`src/rtl/imm_encoder.sv`:
```
// imm_encoder
// -----------
// Turns decoded RV32I instruction fields into 32-bit instruction words for the
// boot sequencer / debug-patch path feeding instruction memory. It is the
// inverse of the core's immediate decode. It also expands the `li rd, imm32`
// pseudo-instruction into either ADDI, or LUI (+ ADDI), over consecutive beats.
//
// Ports:
//   clk, rst            : clock, asynchronous active-high reset
//   in_valid / in_ready : request handshake (ready only while IDLE)
//   in_fmt              : 0=R 1=I 2=S 3=B 4=U 5=J 6=CSR 7=LI
//   in_opcode           : opcode (ignored for LI)
//   in_funct3/in_funct7 : funct fields (funct7 also carries shift funct7 and the CSR address high bits)
//   in_rd/in_rs1/in_rs2 : register indices (rs2 carries the CSR address low bits)
//   in_imm              : 32-bit immediate
//   out_valid/out_ready : output word handshake
//   out_inst            : encoded instruction word
//   out_last            : final word of the current request
//   err                 : one-cycle pulse when a request is consumed but rejected

module imm_encoder (
  input  logic        clk,
  input  logic        rst,
  input  logic        in_valid,
  output logic        in_ready,
  input  logic [2:0]  in_fmt,
  input  logic [6:0]  in_opcode,
  input  logic [2:0]  in_funct3,
  input  logic [6:0]  in_funct7,
  input  logic [4:0]  in_rd,
  input  logic [4:0]  in_rs1,
  input  logic [4:0]  in_rs2,
  input  logic [31:0] in_imm,
  output logic        out_valid,
  input  logic        out_ready,
  output logic [31:0] out_inst,
  output logic        out_last,
  output logic        err
);

  localparam logic [2:0] FMT_R   = 3'd0;
  localparam logic [2:0] FMT_I   = 3'd1;
  localparam logic [2:0] FMT_S   = 3'd2;
  localparam logic [2:0] FMT_B   = 3'd3;
  localparam logic [2:0] FMT_U   = 3'd4;
  localparam logic [2:0] FMT_J   = 3'd5;
  localparam logic [2:0] FMT_CSR = 3'd6;
  localparam logic [2:0] FMT_LI  = 3'd7;

  localparam logic [6:0] OP_IMM = 7'h13;
  localparam logic [6:0] OP_LUI = 7'h37;

  typedef enum logic [1:0] {
    IDLE,
    OUT1,
    OUT2
  } state_e;

  state_e      state_q, state_d;
  logic [31:0] out_inst_q, out_inst_d;
  logic [31:0] second_q, second_d;
  logic        has_second_q, has_second_d;
  logic        out_last_q, out_last_d;
  logic        err_q, err_d;

  logic [31:0] enc_word1;
  logic [31:0] enc_word2;
  logic        enc_err;
  logic        enc_two;
  logic        is_shift;
  logic        fits_s12;
  logic        fits_u5;
  logic [11:0] li_lo;
  logic [19:0] li_hi;

  // Encoder: builds the word(s) for the request currently on the input bus and
  // decides whether its immediate is representable. The result is only used in
  // the cycle the request is accepted, so nothing here needs to be held.
  always_comb begin
    enc_word1 = '0;
    enc_word2 = '0;
    enc_err   = 1'b0;
    enc_two   = 1'b0;

    // Shift-immediates are OP-IMM with funct3 001 (slli) or 101 (srli/srai).
    is_shift = (in_opcode == OP_IMM) && (in_funct3[1:0] == 2'b01);
    // Signed 12-bit fit: bits 31..11 are all copies of the sign.
    fits_s12 = (in_imm[31:11] == '0) || (in_imm[31:11] == '1);
    fits_u5  = (in_imm[31:5] == '0);

    // Adding 0x800 before taking the upper 20 bits compensates for ADDI
    // sign-extending lo; the carry into bit 12 is exactly imm[11].
    li_lo = in_imm[11:0];
    li_hi = in_imm[31:12] + {19'd0, in_imm[11]};

    case (in_fmt)
      FMT_R: begin
        enc_word1 = {in_funct7, in_rs2, in_rs1, in_funct3, in_rd, in_opcode};
      end
      FMT_I: begin
        if (is_shift) begin
          enc_word1 = {in_funct7, in_imm[4:0], in_rs1, in_funct3, in_rd, in_opcode};
          enc_err   = !fits_u5;
        end else begin
          enc_word1 = {in_imm[11:0], in_rs1, in_funct3, in_rd, in_opcode};
          enc_err   = !fits_s12;
        end
      end
      FMT_S: begin
        enc_word1 = {in_imm[11:5], in_rs2, in_rs1, in_funct3, in_imm[4:0], in_opcode};
        enc_err   = !fits_s12;
      end
      FMT_B: begin
        enc_word1 = {in_imm[12], in_imm[10:5], in_rs2, in_rs1, in_funct3,
                     in_imm[4:1], in_imm[11], in_opcode};
        enc_err   = !((in_imm[31:12] == '0) || (in_imm[31:12] == '1)) || in_imm[0];
      end
      FMT_U: begin
        enc_word1 = {in_imm[31:12], in_rd, in_opcode};
        enc_err   = (in_imm[11:0] != '0);
      end
      FMT_J: begin
        enc_word1 = {in_imm[20], in_imm[10:1], in_imm[11], in_imm[19:12], in_rd, in_opcode};
        enc_err   = !((in_imm[31:20] == '0) || (in_imm[31:20] == '1)) || in_imm[0];
      end
      FMT_CSR: begin
        // CSR address arrives split as {funct7, rs2}, i.e. it lands in [31:20].
        enc_word1 = {in_funct7, in_rs2, in_imm[4:0], in_funct3, in_rd, in_opcode};
        enc_err   = !fits_u5;
      end
      FMT_LI: begin
        if (fits_s12) begin
          enc_word1 = {li_lo, 5'd0, 3'b000, in_rd, OP_IMM};
        end else begin
          enc_word1 = {li_hi, in_rd, OP_LUI};
          enc_word2 = {li_lo, in_rd, 3'b000, in_rd, OP_IMM};
          enc_two   = (li_lo != '0);
        end
      end
      default: begin
        enc_word1 = '0;
      end
    endcase
  end

  // State register: every flop of the block. Reset drops any pending word
  // immediately, which also pulls out_valid low without waiting for a clock.
  always_ff @(posedge clk or posedge rst) begin
    if (rst) begin
      state_q      <= IDLE;
      out_inst_q   <= '0;
      second_q     <= '0;
      has_second_q <= 1'b0;
      out_last_q   <= 1'b0;
      err_q        <= 1'b0;
    end else begin
      state_q      <= state_d;
      out_inst_q   <= out_inst_d;
      second_q     <= second_d;
      has_second_q <= has_second_d;
      out_last_q   <= out_last_d;
      err_q        <= err_d;
    end
  end

  // Next-state logic: accept in IDLE, then walk through one or two output
  // beats. The output word only changes on a handshake, so it stays stable
  // under backpressure.
  always_comb begin
    state_d      = state_q;
    out_inst_d   = out_inst_q;
    second_d     = second_q;
    has_second_d = has_second_q;
    out_last_d   = out_last_q;
    err_d        = 1'b0;

    case (state_q)
      IDLE: begin
        if (in_valid) begin
          if (enc_err) begin
            err_d = 1'b1;
          end else begin
            state_d      = OUT1;
            out_inst_d   = enc_word1;
            out_last_d   = !enc_two;
            second_d     = enc_word2;
            has_second_d = enc_two;
          end
        end
      end
      OUT1: begin
        if (out_ready) begin
          if (has_second_q) begin
            state_d    = OUT2;
            out_inst_d = second_q;
            out_last_d = 1'b1;
          end else begin
            state_d = IDLE;
          end
        end
      end
      OUT2: begin
        if (out_ready) begin
          state_d = IDLE;
        end
      end
      default: begin
        state_d = IDLE;
      end
    endcase
  end

  // Output logic: handshake flags come straight from the state, data from the
  // output register.
  always_comb begin
    in_ready  = (state_q == IDLE);
    out_valid = (state_q != IDLE);
    out_inst  = out_inst_q;
    out_last  = out_last_q;
    err       = err_q;
  end

endmodule
```
`config.mk`:
```
export PLATFORM = sky130hd
export DESIGN_NAME = imm_encoder
export DESIGN_NICKNAME = d
export VERILOG_FILES = /design/src/rtl/imm_encoder.sv
export SDC_FILE = /design/constraint.sdc
export NUM_CORES = 1
export LEC_CHECK = 0
export CORE_ASPECT_RATIO = 1.25
export CORE_UTILIZATION = 40
export DETAILED_ROUTE_END_ITERATION = 8
export HOLD_SLACK_MARGIN = 0.02
export PLACE_DENSITY = 0.69
export SYNTH_ARGS = -nofsm -noshare
export SYNTH_HDL_FRONTEND = slang
export SYNTH_SLANG_ARGS = --single-unit
```
`constraint.sdc`:
```
create_clock -name clk -period 3.8 [get_ports clk]
set_input_delay 0.95 -clock clk [delete_from_list [all_inputs] [get_ports clk]]
set_output_delay 0.95 -clock clk [all_outputs]
set_load 0.05 [all_outputs]
```
==> key figures, run 1 <==
Status
  • Status: complete, no violations

Pwr
  • PwrDens: 557 nW/µm²
  • Static leakage: 2.31 nW
  • Max VDD drop: between 0.0003 and 0.0004 V

Finish
  • Final core occ: 0.607
  • Final nets: 678
  • P&R area growth vs syn: 46.6%
  • Filler Cells Inserted: ~860
  • # diodes: 0
  • Ratio of cells with drive above 1 in the final layout: 0.170

Worst hold path
  • Hold/Removal Path Class: reg -> reg

Floorplan
  • Die span in y: 111 µm
  • Initial core utilization: 0.414
  • Ports: 107
  • Core Rows: 39
  • Core area: 9220 µm²
  • Die area: 9940 µm²
  • Die Wd: between 80 and 90 µm

Placement
  • I/O Buffers: 106
  • Gpl congestion: 1.01
  • Hpwl dp: 11.2 mm
  • Place WS: -0.283 ns

Worst setup path
  • Critical Path RT: between 3 and 4 ns
  • Crit Path Max Fanout: 14
  • Startpoint class of the critical path: primary input
  • Worst EP arrival: 3.88 ns
  • CP Capture Type: flop
  • Kind of critical path: in -> reg
  • R2R Setup Slk: 1.57 ns

CTS
  • CTS Buffer Depth: 2
  • H-tree levels: 2
  • Clock latency on the worst-skew pair: a little over 0.3 ns
  • Clock transition at path regs: 0.08 ns
  • CTS Root Cell: clkbuf_16
  • CTS tree: yes
  • CTS Buf Count: 5
  • Clk sinks: 55

Route
  • DRC: 0
  • Avg WL per Cell: 19.2 µm
  • Final WL: roughly 14 mm
  • TritonRoute pass-1 iters: 5
  • Detailed router's first-iteration violation count: 205
  • ANT nets after route: 0
  • Via-to-Cell Ratio: 5.67
  • Via count: 4125

STA
  • Clk_skew: 0.00496 ns
  • Endpoints failing setup: 0
  • Period minus WS final: about 3.7 ns
  • Fin. Hold Viols: 0
  • Pins Over Slew Limit: 0
  • Setup WS post-layout: about 0.11 ns
  • Worst slew margin: 0.357
  • Fin crit share: 0.971
  • Tightest Pin Transition: 0.965 ns
  • RSZ-0062 raised after global routing: false
  • FMAX: 271 MHz

Job
  • # Max-Cap Violations: 0

Logic synthesis
  • Sequential fraction of the synthesis area: 0.360
  • Syn Nets: 530
  • Yosys warning count: 0
  • Number of synthesized register bits: 55
  • Synth Area per Inst: 8.37 µm²
  • EDFF count, synth: 0
  • Post-Synthesis Cells: 456
  • Most common flop cell mapped by yosys: dfrtp_1
  • Synth unique cells: 56
  • Share of synthesized registers carrying an async set or reset: 1.00
  • Post-Syn Area: ~3800 µm²

Global route
  • Vias in the first global route: 4257
  • Aggregate global routing overflow: 0
  • Largest net degree at the start of global routing: 30
  • Initial antenna violation count: 0
  • First-pass GRT wire length: 22.0 mm
  • Total GRT Usage: 0.295
## critical path, cell delays in order
cell	delay, ns
clkdlybuf4s50_1	0.45
or4_1	0.57
or4_4	0.53
nor3_2	0.19
o211ai_2	0.13
nor4_4	0.32
nand2b_4	0.22
buf_12	0.17
mux2_2	0.35
## cells in the final DEF, fill, tap and decap left out, types with 3 or more instances in the layout
| master | instances |
|---|---|
| nor2_1 | 34 |
| a222oi_1 | 3 |
| ha_1 | 3 |
| or4_1 | 3 |
| nand3_1 | 27 |
| mux2i_1 | 7 |
| nand2_1 | 45 |
| buf_4 | 60 |
| nor3_1 | 7 |
| mux2_4 | 9 |
| mux2_2 | 5 |
| inv_1 | 35 |
| or2_2 | 3 |
| a22oi_1 | 10 |
| o21ai_0 | 41 |
| nand2b_1 | 6 |
| clkbuf_16 | 5 |
| mux2_1 | 10 |
| o221ai_1 | 3 |
| a221oi_1 | 9 |
| and3_1 | 3 |
| nor4_1 | 6 |
| clkdlybuf4s50_1 | 106 |
| xnor2_1 | 10 |
| a32oi_1 | 5 |
| a31oi_1 | 5 |
| xor2_1 | 7 |
| dfrtp_1 | 55 |
| nor2b_1 | 3 |
| buf_12 | 3 |
| o22ai_1 | 10 |
| nand4_1 | 11 |
| a21oi_1 | 19 |
## state kept, by name, summed over array words and instances, names as in the netlist
signal / flops
has_second_q: 1
out_inst: 32
second_q: 18
out_last: 1
err: 1
state_q: 2
## cells by family (layout without fill, tap and decap cells)
logic type | count (synthesis) | in the layout | share of synthesized area
and+or+nand+nor | 165 | 165 | 0.217
AOI/OAI and AO/OA | 120 | 120 | 0.204
buffers and inverters | 65 | 214 | 0.0711
DFF | 55 | 55 | 0.360
muxes | 31 | 31 | 0.0980
xor gates and xnor gates | 17 | 17 | 0.0390
adders and majority gates | 3 | 3 | 0.00983
## metal layers
metal / up-vias / routed length (µm) / global-route usage / share of wire
li1: 1953 / - / - / -
met1: 1978 / 5640 / 0.343 / 0.40
met2: 152 / 7180 / 0.522 / 0.51
met3: 42 / 598 / 0.0417 / 0.043
met4: 0 / 568 / 0.134 / 0.041
met5: - / 0 / 0 / 0
## cell usage after synthesis (6+ instances only)
cell type,number,share of area
a21oi_1,19,0.025
a221oi_1,9,0.021
a22oi_1,10,0.020
clkbuf_1,23,0.023
dfrtp_1,55,0.36
inv_1,36,0.035
mux2_1,10,0.029
mux2_4,9,0.035
mux2i_1,7,0.018
nand2_1,45,0.044
nand2b_1,7,0.011
nand3_1,27,0.035
nand4_1,11,0.018
nor2_1,34,0.033
nor3_1,9,0.012
nor4_1,6,0.0098
o21ai_0,41,0.054
o22ai_1,10,0.016
xnor2_1,10,0.023
xor2_1,7,0.016
## stage by stage
stage	hold slack (ns)	cell area (µm²)	TNS, ns	power [mW]	cells
3_3_place_gp	0.471	5430	-7.29	2.61	720
5_1_grt	0.515	5600	0	3.27	728
3_5_place_dp	0.478	5430	-9.85	2.64	720
2_1_floorplan	0.480	3820	0	1.98	456
6_report	0.498	5600	0	3.12	728
4_1_cts	0.499	5580	0	3.13	728
## path summary, 6_finish.rpt
path / from / endpoint / cells after the start
hold reg to reg: out_inst[7] / out_inst[7] / 1
min in group asynchronous: rst / out_inst[31] / 2
setup reg to reg: state_q[1] / out_inst[29] / 6
hold / removal: out_inst[7] / out_inst[7] / 1
max in group asynchronous: rst / second_q[21] / 3
setup / recovery: in_imm[26] / out_inst[9] / 9
## final cells by class
cell class | instances | area (µm²) | area share
Timing Repair Buffer | 170 | 1580 | 0.283
Multi-Input combinational cell | 336 | 2200 | 0.393
Sequential cell | 55 | 1380 | 0.246
Clock buffer | 5 | 125 | 0.0223
Inverter | 36 | 135 | 0.0241
Clock inverter | 3 | 27.5 | 0.00492
Tap cell | 123 | 154 | 0.0275
## where the power goes
part	total, mW	switching (mW)	internal, mW
combinational	1.74	1.07	0.668
sequential	0.891	0.106	0.785
clock	0.488	0.237	0.251
## repair_timing
item / in CTS / in global routing
setup buffers: 0 / 0
hold buffers: 0 / 0
endpoints found under the setup margin: 0 / 38
resized for setup: 0 / 5
(Power assumes the default switching activity.)
==> run 2: changes to the inputs <==
--- a/config.mk
+++ b/config.mk
@@ -9,7 +9,8 @@
 export CORE_UTILIZATION = 40
 export DETAILED_ROUTE_END_ITERATION = 8
 export HOLD_SLACK_MARGIN = 0.02
-export PLACE_DENSITY = 0.69
+export PLACE_DENSITY = 0.71
+export SLEW_MARGIN = 20
 export SYNTH_ARGS = -nofsm -noshare
 export SYNTH_HDL_FRONTEND = slang
 export SYNTH_SLANG_ARGS = --single-unit
==> constraint.sdc (replaced) <==
create_clock -name clk -period 3.25 [get_ports clk]
set_input_delay 0.8125 -clock clk [delete_from_list [all_inputs] [get_ports clk]]
set_output_delay 0.8125 -clock clk [all_outputs]
set_load 0.05 [all_outputs]
==> key figures, run 2 (synthesized netlist as in run 1, its figures left out) <==
Status
  • Status: finished, violations left
  • Failing checks: setup timing

Global route
  • Met2 track demand over resource: 0.552
  • Largest net degree at the start of global routing: 30
  • Aggregate global routing overflow: 0
  • Total GRT Usage: 0.312
  • GR Util met1: 0.359
  • First-pass GRT wire length: 23.5 mm
  • Initial antenna violation count: 0
  • GRT busiest layer: met2
  • Grt met3 use: 0.0477
  • Vias in the first global route: 4638

Worst setup path
  • Crit Path Max Fanout: 6
  • Kind of critical path: in -> reg
  • Startpoint class of the critical path: primary input
  • Worst EP arrival: 3.49 ns
  • CP Capture Type: flop
  • Critical Path RT: 3.44 ns

Route
  • TritonRoute pass-1 iters: 5
  • Final WL: 15.0 mm
  • Avg WL per Cell: 19.0 µm
  • Via-to-Cell Ratio: 5.66
  • DRC: 0
  • Via count: 4460
  • ANT nets after route: 0
  • Detailed router's first-iteration violation count: 299

Finish
  • Most common cell after layout, fill and taps aside: buf_4
  • Ratio of cells with drive above 1 in the final layout: 0.293
  • P&R area growth vs syn: 64.2%
  • Filler Cells Inserted: 761
  • Commonest cells after routing, fill and taps aside: buf_4, clkdlybuf4s50_1, dfrtp_1
  • # diodes: 0
  • Final nets: 738
  • Final instance area: 6270 µm²
  • Max FFs per register: 32

STA
  • Fin crit share: 1.01
  • Hold slack: between 0.5 and 0.6 ns
  • Setup WS post-layout: -0.0445 ns
  • FMAX: 304 MHz
  • Endpoints failing setup: 26
  • Tightest Pin Transition: 0.586 ns
  • Clk_skew: 0.00407 ns
  • Pins Over Slew Limit: 0
  • Worst slew margin: 0.609
  • Fin. Hold Viols: 0
  • Period minus WS final: 3.29 ns
  • RSZ-0062 raised after global routing: true

Placement
  • Hpwl dp: 11.1 mm
  • Post-DP Area: around 5700 µm²
  • Gpl congestion: 0.980
  • I/O Buffers: 106

CTS
  • Clock transition at path regs: 0.08 ns
  • CTS Buffer Depth: 2
  • CTS Buf Count: 5
  • CTS tree: yes
  • Clk sinks: 55
  • CTS Root Cell: clkbuf_16
  • H-tree levels: 2
  • Clock latency on the worst-skew pair: 0.30 ns

Pwr
  • PwrDens: 616 nW/µm²
  • Max VDD drop: 0.000382 V
  • Static leakage: ~2.7 nW

Floorplan
  • Die area: 9940 µm²
  • Die Wd: between 80 and 90 µm
  • Ports: 107
  • Initial core utilization: 0.414
  • Core Rows: 39
  • Die span in y: 111 µm
  • Core area: 9220 µm²

Worst hold path
  • Hold/Removal Path Class: reg -> reg

Job
  • # Max-Cap Violations: 0
==> run 2: changes by cell type in the layout (fill, tap and decap cells not counted), sizes merged <==
cell           previous run  this run
clkdlybuf4s50           106        85
dlygate4sd2               0         7
buf                      64       135
clkdlybuf4s15             0         2
dlymetal6s2s              0         1
==> run 2: what timing repair did <==
item | CTS | global route
gates resized for setup | 90 | 23
buffers inserted | 25 | 3
hold buffers | 0 | 0
pin swaps | 12 | 6
gates cloned | 4 | 1
setup endpoints to repair | 53 | 43
==> run 2: cell type report <==
cell class	instances	area [µm²]	area share
tap	123	154	0.0245
clock buffer	5	125	0.0200
multi-input combinational	336	2330	0.371
timing repair buffer	230	2130	0.339
sequential	55	1380	0.219
inverter	36	135	0.0215
clock inverter	3	27.5	0.00439
==> run 2: critical path, cell delays in order <==
cell and delay [ns]:
buf_6 0.10, or4_4 0.54, or4_4 0.51, buf_6 0.14
nor3_4 0.18, o211ai_2 0.14, nor4_4 0.29, nand2b_4 0.19
buf_6 0.14, buf_16 0.15, mux2_4 0.30
==> run 2: metrics by stage <==
stage | util | instances | total power [mW] | TNS, ns | worst slack (ns)
floorplan | - | 456 | 2.32 | -1.39 | -0.0764
finish | 0.680 | 788 | 3.86 | -0.585 | -0.0445
global placement | 0.617 | 752 | 3.07 | -26.76 | -0.610
global route | 0.680 | 788 | 4.03 | -1.84 | -0.0884
detailed placement | 0.617 | 752 | 3.10 | -29.34 | -0.655
CTS | 0.681 | 789 | 3.88 | -0.287 | -0.0301
==> run 2: report_power, final <==
group	internal (mW)	switching, mW
sequential	0.918	0.132
combinational	0.940	1.30
clock	0.294	0.279
total	2.15	1.71
==> run 2: worst paths after layout <==
path | startpoint | to | slack, ns | cells past startpoint
setup / recovery | in_imm[29] | out_inst[24] | -0.04 | 11
hold / removal | out_last | out_last | 0.51 | 1
setup reg to reg | state_q[1] | out_inst[29] | 1.25 | 7
hold reg to reg | out_last | out_last | 0.51 | 1
max in group asynchronous | rst | second_q[18] | 1.80 | 3
min in group asynchronous | rst | out_inst[27] | 0.89 | 2
==> run 2: per-layer routing <==
layer / wire (µm) / part of all wire / up-vias
met5: 0 / 0 / -
met4: 602 / 0.040 / 0
met3: 792 / 0.053 / 49
met2: 7620 / 0.51 / 197
met1: 5960 / 0.40 / 2140
li1: - / - / 2074
==> run 3: changes to the inputs <==
--- a/config.mk
+++ b/config.mk
@@ -6,9 +6,10 @@
 export NUM_CORES = 1
 export LEC_CHECK = 0
 export CORE_ASPECT_RATIO = 1.25
+export CORE_MARGIN = 3
 export CORE_UTILIZATION = 40
 export DETAILED_ROUTE_END_ITERATION = 8
-export HOLD_SLACK_MARGIN = 0.02
+export HOLD_SLACK_MARGIN = 0.05
 export PLACE_DENSITY = 0.71
 export SLEW_MARGIN = 20
 export SYNTH_ARGS = -nofsm -noshare
==> key figures, run 3 (synthesized netlist as in run 1, its figures left out) <==
Status
  • Status: complete, no violations

Pwr
  • Static leakage: 2.61 nW
  • PwrDens: about 630 nW/µm²
  • Tot Pwr: 3.80 mW
  • Max VDD drop: 0.000440 V

STA
  • Setup TNS Final: 0 ns
  • Hold slack: 0.497 ns
  • Clk_skew: 0.00752 ns
  • RSZ-0062 raised after global routing: true
  • Setup WS post-layout: about 0.0008 ns
  • Fin. Hold Viols: 0
  • Worst slew margin: 0.592
  • FMAX: 308 MHz
  • Period minus WS final: 3.25 ns
  • Pins Over Slew Limit: 0
  • Endpoints failing setup: 0
  • Fin crit share: 1.00
  • Tightest Pin Transition: 0.612 ns

Finish
  • P&R area growth vs syn: 59.0%
  • Ratio of cells with drive above 1 in the final layout: 0.265
  • Most common cell after layout, fill and taps aside: buf_4
  • Final nets: 718
  • Max FFs per register: 32
  • Commonest cells after routing, fill and taps aside: buf_4, clkdlybuf4s50_1, dfrtp_1
  • # diodes: 0

Worst hold path
  • Hold/Removal Path Class: reg -> reg

CTS
  • Clk sinks: 55
  • Clock latency on the worst-skew pair: roughly 0.30 ns
  • H-tree levels: 2
  • CTS Buffer Depth: 2
  • CTS Hold Buffers Added: 0
  • CTS tree: yes
  • CTS Root Cell: clkbuf_16
  • Clock transition at path regs: 0.07 ns
  • CTS Buf Count: 5

Placement
  • Place WS: -0.662 ns
  • Gpl congestion: approximately 0.97
  • Hpwl dp: around 12 mm
  • I/O Buffers: 106

Route
  • TritonRoute pass-1 iters: 5
  • Via-to-Cell Ratio: 5.65
  • DRC: 0
  • ANT nets after route: 0
  • Detailed router's first-iteration violation count: 266
  • Via count: 4343
  • Avg WL per Cell: 19.6 µm
  • Final WL: 15.0 mm

Global route
  • Largest net degree at the start of global routing: 30
  • First-pass GRT wire length: 23.5 mm
  • Total GRT Usage: 0.285
  • Initial antenna violation count: 0
  • Aggregate global routing overflow: 0
  • Vias in the first global route: 4442

Worst setup path
  • Startpoint class of the critical path: primary input
  • CP Capture Type: flop
  • Setup crit end: out_inst[31]
  • Worst EP arrival: 3.44 ns
  • Critical Path RT: 3.44 ns
  • R2R Setup Slk: 1.25 ns
  • Crit path from: in_imm[22]
  • Worst Reg-to-Reg Cells: 7
  • Worst r2r src: state_q[0]
  • Crit Path Max Fanout: 6
  • Kind of critical path: in -> reg
  • R2r endpoint: out_inst[31]

Floorplan
  • Initial core utilization: 0.414
  • Die Wd: 93.4 µm
  • Die span in y: between 100 and 150 µm
  • Ports: 107
  • Core Rows: 39
  • Core area: 9220 µm²
  • Die area: 10800 µm²

Job
  • # Max-Cap Violations: 0
[run 3: area by class of cell]
cell class / instances / area [µm²]
multi-input combinational: 336 / 2310
inverter: 36 / 135
tap: 123 / 154
clock inverter: 2 / 16.3
timing repair buffer: 210 / 1950
clock buffer: 6 / 129
fill: 759 / 3150
sequential: 55 / 1380
[run 3: metrics by stage]
stage,util,area [µm²],std cells
floorplan,-,3840,456
finish,0.658,6070,768
CTS,0.661,6090,770
global route,0.658,6070,768
detailed placement,0.614,5670,750
global placement,0.614,5670,750
[run 3: worst min-delay path by stage]
stage,cells after the start,startpoint,slack [ns],to
3_3_place_gp,1,out_inst[28],0.47,out_inst[28]
6_report,1,out_inst[30],0.50,out_inst[30]
5_1_grt,1,out_inst[30],0.52,out_inst[30]
3_5_place_dp,1,out_inst[26],0.48,out_inst[26]
4_1_cts,1,out_inst[30],0.50,out_inst[30]
2_1_floorplan,2,state_q[1],0.48,state_q[1]
[run 3: timing repair]
item                                   4_1_cts  5_1_grt
resized for setup                           69       17
setup buffers                                8        1
pin swaps                                    8        8
endpoints found under the hold margin        0        0
cloned                                       4        0
setup endpoints to repair                   53       44
[run 3: report_power, final]
| group | switching [mW] | leakage [nW] | total, mW | internal [mW] |
|---|---|---|---|---|
| Sequential | 0.129 | 0.695 | 1.05 | 0.919 |
| Clock | 0.257 | 0.0675 | 0.546 | 0.290 |
| Combinational | 1.29 | 1.85 | 2.20 | 0.908 |
[run 3: metal layers]
| layer | GRT usage | part of all wire | wire length [µm] | vias to the layer above |
|---|---|---|---|---|
| li1 | - | - | - | 2032 |
| met1 | 0.330 | 0.38 | 5640 | 2055 |
| met2 | 0.517 | 0.52 | 7850 | 205 |
| met3 | 0.0419 | 0.058 | 869 | 51 |
| met4 | 0.123 | 0.045 | 669 | 0 |
| met5 | 0 | 0 | 0 | - |
[run 3: critical path, cell delays in order]
cell and delay [ns]:
buf_6 0.10, or4_4 0.55, or4_4 0.57, a2bb2oi_2 0.19, and2_4 0.16, nor4_4 0.25, nand2b_4 0.23, buf_12 0.13
buf_16 0.14, mux2_4 0.30
